===== src/rtl/gpio_status_sequencer.sv =====
// gpio_status_sequencer
//   Drives the board GPIO status LEDs from the four compute cores of the
//   accelerator. Each core has a small job-state machine:
//     idle  -> LED off
//     run   -> LED slow blink
//     done  -> LED solid on
//     error -> LED fast blink
//   led_done lights once every core has finished.
//
//   A host debug port can take over all five LEDs for OVR_HOLD blink ticks.
//   It uses a valid/ready handshake.
//
// Optional feature
//   GPIO_HEARTBEAT_EN : when defined, led_done shows a slow-blink heartbeat
//                       while any core is running and no override is active.
//
// Parameters
//   BLINK_DIV : clk cycles per blink tick (>= 2)
//   OVR_HOLD  : blink ticks an accepted override pattern is held (>= 1)
//
// Ports
//   clk        in  : system clock, rising edge
//   rst        in  : asynchronous reset, active low
//   core_start in  : per-core pulse, job launched
//   core_done  in  : per-core pulse, job completed
//   core_err   in  : per-core pulse, job faulted
//   clear      in  : pulse, return all cores to idle and restart blink timing
//   ovr_valid  in  : host override request
//   ovr_leds   in  : override pattern {led_done, led4, led3, led2, led1}
//   ovr_ready  out : override can be accepted this cycle
//   led1..led4 out : core 0..3 status LEDs
//   led_done   out : all-cores-done LED
module gpio_status_sequencer #(
   parameter int BLINK_DIV = 5_000_000,
   parameter int OVR_HOLD  = 8
) (
   input  logic       clk,
   input  logic       rst,
   input  logic [3:0] core_start,
   input  logic [3:0] core_done,
   input  logic [3:0] core_err,
   input  logic       clear,
   input  logic       ovr_valid,
   input  logic [4:0] ovr_leds,
   output logic       ovr_ready,
   output logic       led1,
   output logic       led2,
   output logic       led3,
   output logic       led4,
   output logic       led_done
);

   localparam int CW = (BLINK_DIV > 2) ? $clog2(BLINK_DIV) : 1;
   localparam int HW = $clog2(OVR_HOLD + 1);

   typedef enum logic [1:0] {
      S_IDLE = 2'd0,
      S_RUN  = 2'd1,
      S_DONE = 2'd2,
      S_ERR  = 2'd3
   } core_state_t;

   core_state_t       state      [4];
   core_state_t       state_next [4];
   logic [CW-1:0]     presc;
   logic [1:0]        phase;
   logic              tick;
   logic [HW-1:0]     hold_cnt;
   logic [4:0]        ovr_pat;
   logic [4:0]        status_leds;
   logic [4:0]        leds_q;
   logic              ovr_ready_q;
   logic              accept;
   logic              release_ovr;
   logic              all_done;
   logic              any_run;

   assign tick        = (presc == CW'(BLINK_DIV - 1));
   assign accept      = ovr_valid & ovr_ready_q;
   // The hold ends on the tick that completes OVR_HOLD ticks after the accept.
   assign release_ovr = ~ovr_ready_q & tick & (hold_cnt == HW'(OVR_HOLD - 1));

   // Next job state for each core.
   // Event priority is clear > err > done > start.
   // The error state is sticky until a clear.
   always_comb begin
      for (int i = 0; i < 4; i++) begin
         state_next[i] = state[i];
         if (clear) begin
            state_next[i] = S_IDLE;
         end else if (core_err[i]) begin
            state_next[i] = S_ERR;
         end else begin
            case (state[i])
               S_IDLE:  if (core_start[i]) state_next[i] = S_RUN;
               S_RUN:   if (core_done[i])  state_next[i] = S_DONE;
               S_DONE:  if (core_start[i]) state_next[i] = S_RUN;
               default: state_next[i] = S_ERR;
            endcase
         end
      end
   end

   // Render the current job states into LED levels.
   // phase[1] gives the slow blink and phase[0] gives the fast blink.
   always_comb begin
      status_leds = '0;
      all_done    = 1'b1;
      any_run     = 1'b0;
      for (int i = 0; i < 4; i++) begin
         case (state[i])
            S_IDLE:  status_leds[i] = 1'b0;
            S_RUN:   status_leds[i] = phase[1];
            S_DONE:  status_leds[i] = 1'b1;
            default: status_leds[i] = phase[0];
         endcase
         if (state[i] != S_DONE) all_done = 1'b0;
         if (state[i] == S_RUN)  any_run  = 1'b1;
      end
`ifdef GPIO_HEARTBEAT_EN
      status_leds[4] = all_done | (any_run & phase[1]);
`else
      status_leds[4] = all_done | (any_run & 1'b0);
`endif
   end

   always_ff @(posedge clk or negedge rst) begin
      if (!rst) begin
         presc       <= '0;
         phase       <= 2'd0;
         hold_cnt    <= '0;
         ovr_pat     <= '0;
         leds_q      <= '0;
         ovr_ready_q <= 1'b1;
         for (int i = 0; i < 4; i++) state[i] <= S_IDLE;
      end else begin
         presc <= (clear || tick) ? '0 : presc + CW'(1);
         if (clear)     phase <= 2'd0;
         else if (tick) phase <= phase + 2'd1;
         for (int i = 0; i < 4; i++) state[i] <= state_next[i];

         // The override owns the LED registers while it is active.
         // The job state machines keep running underneath.
         // A clear does not cancel the override.
         if (accept) begin
            ovr_ready_q <= 1'b0;
            hold_cnt    <= '0;
            ovr_pat     <= ovr_leds;
            leds_q      <= ovr_leds;
         end else if (release_ovr) begin
            ovr_ready_q <= 1'b1;
            leds_q      <= status_leds;
         end else if (!ovr_ready_q) begin
            if (tick) hold_cnt <= hold_cnt + HW'(1);
            leds_q <= ovr_pat;
         end else begin
            leds_q <= status_leds;
         end
      end
   end

   assign ovr_ready = ovr_ready_q;
   assign led1      = leds_q[0];
   assign led2      = leds_q[1];
   assign led3      = leds_q[2];
   assign led4      = leds_q[3];
   assign led_done  = leds_q[4];

endmodule


===== config.mk =====
export PLATFORM = sky130hd
export DESIGN_NAME = gpio_status_sequencer
export DESIGN_NICKNAME = d
export VERILOG_FILES = /design/src/rtl/gpio_status_sequencer.sv
export SDC_FILE = /design/constraint.sdc
export NUM_CORES = 1
export LEC_CHECK = 0
export ABC_CLOCK_PERIOD_IN_PS = 4200
export BUFFER_PORTS_ARGS = -buffer_cell sky130_fd_sc_hd__buf_2
export CELL_PAD_IN_SITES_DETAIL_PLACEMENT = 1
export CELL_PAD_IN_SITES_GLOBAL_PLACEMENT = 1
export CORE_ASPECT_RATIO = 1.4
export CORE_MARGIN = 10
export CORE_UTILIZATION = 40
export DETAILED_ROUTE_END_ITERATION = 8
export GPL_TIMING_DRIVEN = 0
export HOLD_SLACK_MARGIN = 0.08
export PLACE_DENSITY = 0.68
export SLEW_MARGIN = 0
export SYNTH_ARGS = -nofsm -noshare
export SYNTH_HDL_FRONTEND = slang
export SYNTH_SLANG_ARGS = --single-unit
export TNS_END_PERCENT = 100

===== constraint.sdc =====
create_clock -name clk -period 4.2 [get_ports clk]
set_clock_uncertainty 0.1 [all_clocks]
set_input_delay 0.42 -clock clk [delete_from_list [all_inputs] [get_ports clk]]
set_output_delay 0.42 -clock clk [all_outputs]
set_load 0.01 [all_outputs]

* Yosys cells after proc, flatten, opt, wreduce, memory -nomap -nowiden *
Cells that the tools add are included.
W data, S select, Z words.

word-level totals
  register bits after elaboration = 48
  bits of input ports = 21
  output and inout bits = 6
  word-level logic and storage cells = 98

cells by class
  add/sub/neg operators = 3
  equal/unequal tests = 24
  muxes and demuxes = 40
  bitwise logic cells = 4
  reduce and logical (&&, ||, !) cells = 17

operator list
  cell                     count
  $mux W2                  18
  $add A23 B1 Y23 const B  1
  $eq A23 B23 Y1 const B   1
  $mux W23                 1
  $mux W4                  4
  $ne A4 B1 Y1 const B     4
  $ne A4 B4 Y1 const B     4
  $pmux W2 S2              4
  $mux W5                  3
  $pmux W1 S3              4
  $ne A2 B2 Y1 const B     5
  $eq A2 B1 Y1 const B     4
  $eq A2 B2 Y1 const B     4
  $logic_not A2 Y1         4
  $reduce_and A2 Y1        4
  $reduce_or A2 Y1         4
  $mux W1                  6
  $reduce_bool A2 Y1       3
  $add A4 B1 Y4 const B    1
  $eq A4 B3 Y1 const B     1
  $and A1 B1 Y1            3
  $reduce_and A3 Y1        1
  $add A2 B1 Y2 const B    1
  $ne A2 B1 Y1 const B     1
  2 further kinds          2

* Longest topological paths before layout *
  word-level depth = 8
  gate-level depth with buffers = 6
  gate-level depth less buffers = 5

* Worst setup path after synthesis *
Ideal clock, no wire load.

  kind = reg2reg
  start = register presc[13]
  end = register phase[1]
  library setup time = 78 ps
  arrival = 1,987 ps
  required time = 4,022 ps
  path slack = 2,035 ps
  stages on the path, launching flop included = 6
  path buffers = 1
  clock period less this slack = 2,165 ps
  cells stage by stage = dfrtp_1 -> or4b_4 -> or3_1 -> buf_2 -> or4_1 -> a21oi_1

between the ends
  word-level cells in the longest chain between the ends = 2

RTL lines
  what                                 RTL line  text
  start: declaration                   65        logic [CW-1:0] presc;
  start signal: assignment             137       presc <= (clear || tick) ? '0 : presc + CW'(1);
  $eq A23 B23 Y1                       78        assign tick = (presc == CW'(BLINK_DIV - 1));
  $reduce_bool A2 Y1 (no source line)  -
  end signal: assignment               139       else if (tick) phase <= phase + 2'd1;
  end: declaration                     66        logic [1:0] phase;

Every way passes these cells.
A chain may end at the register's enable or synchronous reset.

* Worst setup path after layout *
  start = register presc[13]
  end = register presc[10]

between the ends
  word-level cells in the longest chain between the ends = 3

RTL lines
  what                RTL line
  $eq A23 B23 Y1      78
  $logic_or A1 B1 Y1  137
  $mux W23            137

Every way passes these cells.

==> flow_summary.ini <==
[floorplanning]
dieHeight_um = 114
die_x_um = 87.1
coreArea_um2 = 6170
start_util_pct = 40.9
ioPinCount = 27
die-area_um2 = 9930
placementRows = 34

[synthesis]
synthTopCellsByArea = dfrtp_1, a21oi_1, nand3_1
ys_seq_elements = 48
netlist_instances = 266
synthTopCellsByCount = dfrtp_1, a21oi_1, nor2_1
yosys_warnings = 0
synth_top_area_share_pct = 46.6
yosysUniqueCellTypes = 41
ys.flop_type = dfrtp_1
yosys.area.top_type = dfrtp_1
syn_area_um2 = 2520
yosysMostFrequentCell = dfrtp_1
yosysSeqAreaShare_pct = 47.6
synth_async_sr_flop_share_pct = 100
synth_edf_count = 0
syn_area_per_cell_um2 = 9.49
syn-num-nets = 289

[finish]
antenna_cells = 0
nFillCells = 730
instances_no_fill = 371
syn2layout_area_growth_pct = 11.7
fin_nets = 321
drive_gt1_share_pct = 14.4

[critical_path]
cp_num_buf_inv = 1
slowest_delay_ns = 0.59
critPathSlowestCell = or4b_4
crit_fanout = 10
critPathArrivalTime_ns = 2.56
cpLargestDelayFamily = simple AND/OR/NAND/NOR gates
endpoint_kind = flop
crit_type = reg2reg
critical_path_required_ns = 4.28
cp-start-kind = flop
crit_chain = or4b_4, nor3_2, a21o_1, buf_2, nor2_1

[sta]
rsz0062_at_grt = false
setup_tns_ns = 0
drv_slew = 0
tightest_slew_ns = 1.11
fin_crit_ns = 2.48
relSlewSlack_pct = 25.8
hold_violations = 0
timing.fmax_mhz = 403
fin_crit_sh_pct = 59.1
setup_viol = 0

[drt]
vias_per_cell = 5.92
drt_iter0_drc = 69
antenna_left = 0
avgRoutedWirePerCell_um = 17.1
dr.pass1.iters = 4
wl_mm = 6.33
route.detailed.drc = 0
vias = 2198

[clock_tree]
clk_path_buf_depth = 2
hold_buffers = 0
htree_levels = 2
cts_root_buf = clkbuf_8
cts.sinks = 48
clock_latency_ns = 0.30
clkTransAtPathRegs_ns = 0.08
cts_buffers = 5
cts_tree = done
post_cts_buffers = 0
post_cts_resize_count = 0

[global_route]
grt_pass1_wl_mm = 10.9
grt_max_degree = 49
overflow = 0
grt_pass1_vias = 2361
grt_use_total_pct = 13.1
antenna_found_initial = 0

[place]
place_congestion = 0.741
port_buffers = 25
dp_hpwl_mm = 4.57
dp.cells = 363

[worst_hold_path]
hold_class = in2async

[run_status]
outcome = completed

[power]
leakagePower_uw = 0.00116
power_density_nw_per_um2 = 300
ir_worst_vdd_mv = 0.148

[flow_run]
drv_cap = 0
[final cells by class]
type	instances	area, µm²	share of cell area (%)
Multi-Input combinational cell	194	1230	43.5
Sequential cell	48	1200	42.6
Timing Repair Buffer	25	125	4.44
Tap cell	72	90.1	3.19
Clock buffer	8	80.1	2.84
Buffer	12	50.0	1.77
Inverter	12	45.0	1.60
[stage by stage]
stage | total power, µW | setup WS (ns) | util, % | hold slack (ns) | area [µm²]
floorplan | 551 | 2.03 | - | 0.0244 | 2520
global placement | 590 | 1.72 | 44.4 | 0.391 | 2740
detailed placement | 592 | 1.72 | 44.4 | 0.399 | 2740
CTS | 864 | 1.71 | 45.7 | 0.257 | 2820
global route | 891 | 1.45 | 45.7 | 0.258 | 2820
finish | 846 | 1.72 | 45.7 | 0.231 | 2820
[kinds of logic (layout without fill, tap and decap cells)]
logic type | after synthesis | count (layout) | share of synthesized area (%)
buffers and inverters | 24 | 57 | 3.77
AO/OA/AOI/OAI | 75 | 75 | 18.0
adder cells (fa/ha/maj) | 2 | 2 | 0.991
multiplexers | 9 | 9 | 3.82
AND/OR/NAND/NOR | 98 | 98 | 22.3
flip-flops | 48 | 48 | 47.6
XOR/XNOR | 10 | 10 | 3.47
[cells in the final DEF, fill, tap and decap left out, types with 3 or more instances in the layout]
cell      Yosys  final
dfrtp_1      47     47
a21oi_1      29     29
buf_2         4     29
nor2_1       20     20
nand3_1      19     19
o21ai_0      14     14
inv_1        12     12
clkbuf_1      8     11
o31ai_1      10     10
or4_1         9      9
or3_1         9      9
nand2_1       8      8
a22oi_1       6      6
xnor2_1       6      6
a31oi_1       5      5
a41oi_1       5      5
nor3_1        5      5
mux2_2        5      5
clkbuf_8      0      5
mux2i_1       4      4
nand4_1       4      4
nor4_1        4      4
xor2_1        4      4
nand3b_1      3      3
nand2b_1      3      3
nor2b_1       3      3
[worst paths after layout]
kind	start	to	slack (ns)	cells after the start
hold reg to reg	ovr_pat[3]$_DFFE_PN0P_	ovr_pat[3]$_DFFE_PN0P_	0.42	1
max in group asynchronous	rst	presc[6]$_DFF_PN0_	3.08	1
setup / recovery	presc[13]$_DFF_PN0_	presc[10]$_DFF_PN0_	1.72	5
min in group clk	core_err[2]	state[3]$_DFFE_PN0P_	0.26	3
hold / removal	rst	state[6]$_DFFE_PN0P_	0.23	1
setup reg to reg	presc[13]$_DFF_PN0_	presc[10]$_DFF_PN0_	1.72	5
[routing by layer]
metal,wire [µm],up-vias,GRT usage [%]
li1,-,1053,-
met1,2660,1108,14.6
met2,3320,28,23.4
met3,229,9,2.92
met4,122,0,5.33
met5,0,-,0
[flip-flops by register name (all words and copies together), names as in the netlist]
signal     cells
presc         23
state          8
leds_q         5
ovr_pat        5
hold_cnt       4
phase          2
ovr_ready      1
[report_power, final]
part | internal (µW) | switching (µW) | total [µW]
sequential | 483 | 17.3 | 500
combinational | 34.8 | 45.3 | 80.1
clock | 119 | 147 | 266
total | 636 | 210 | 846
Note: power is estimated with default switching activity, not from simulation.
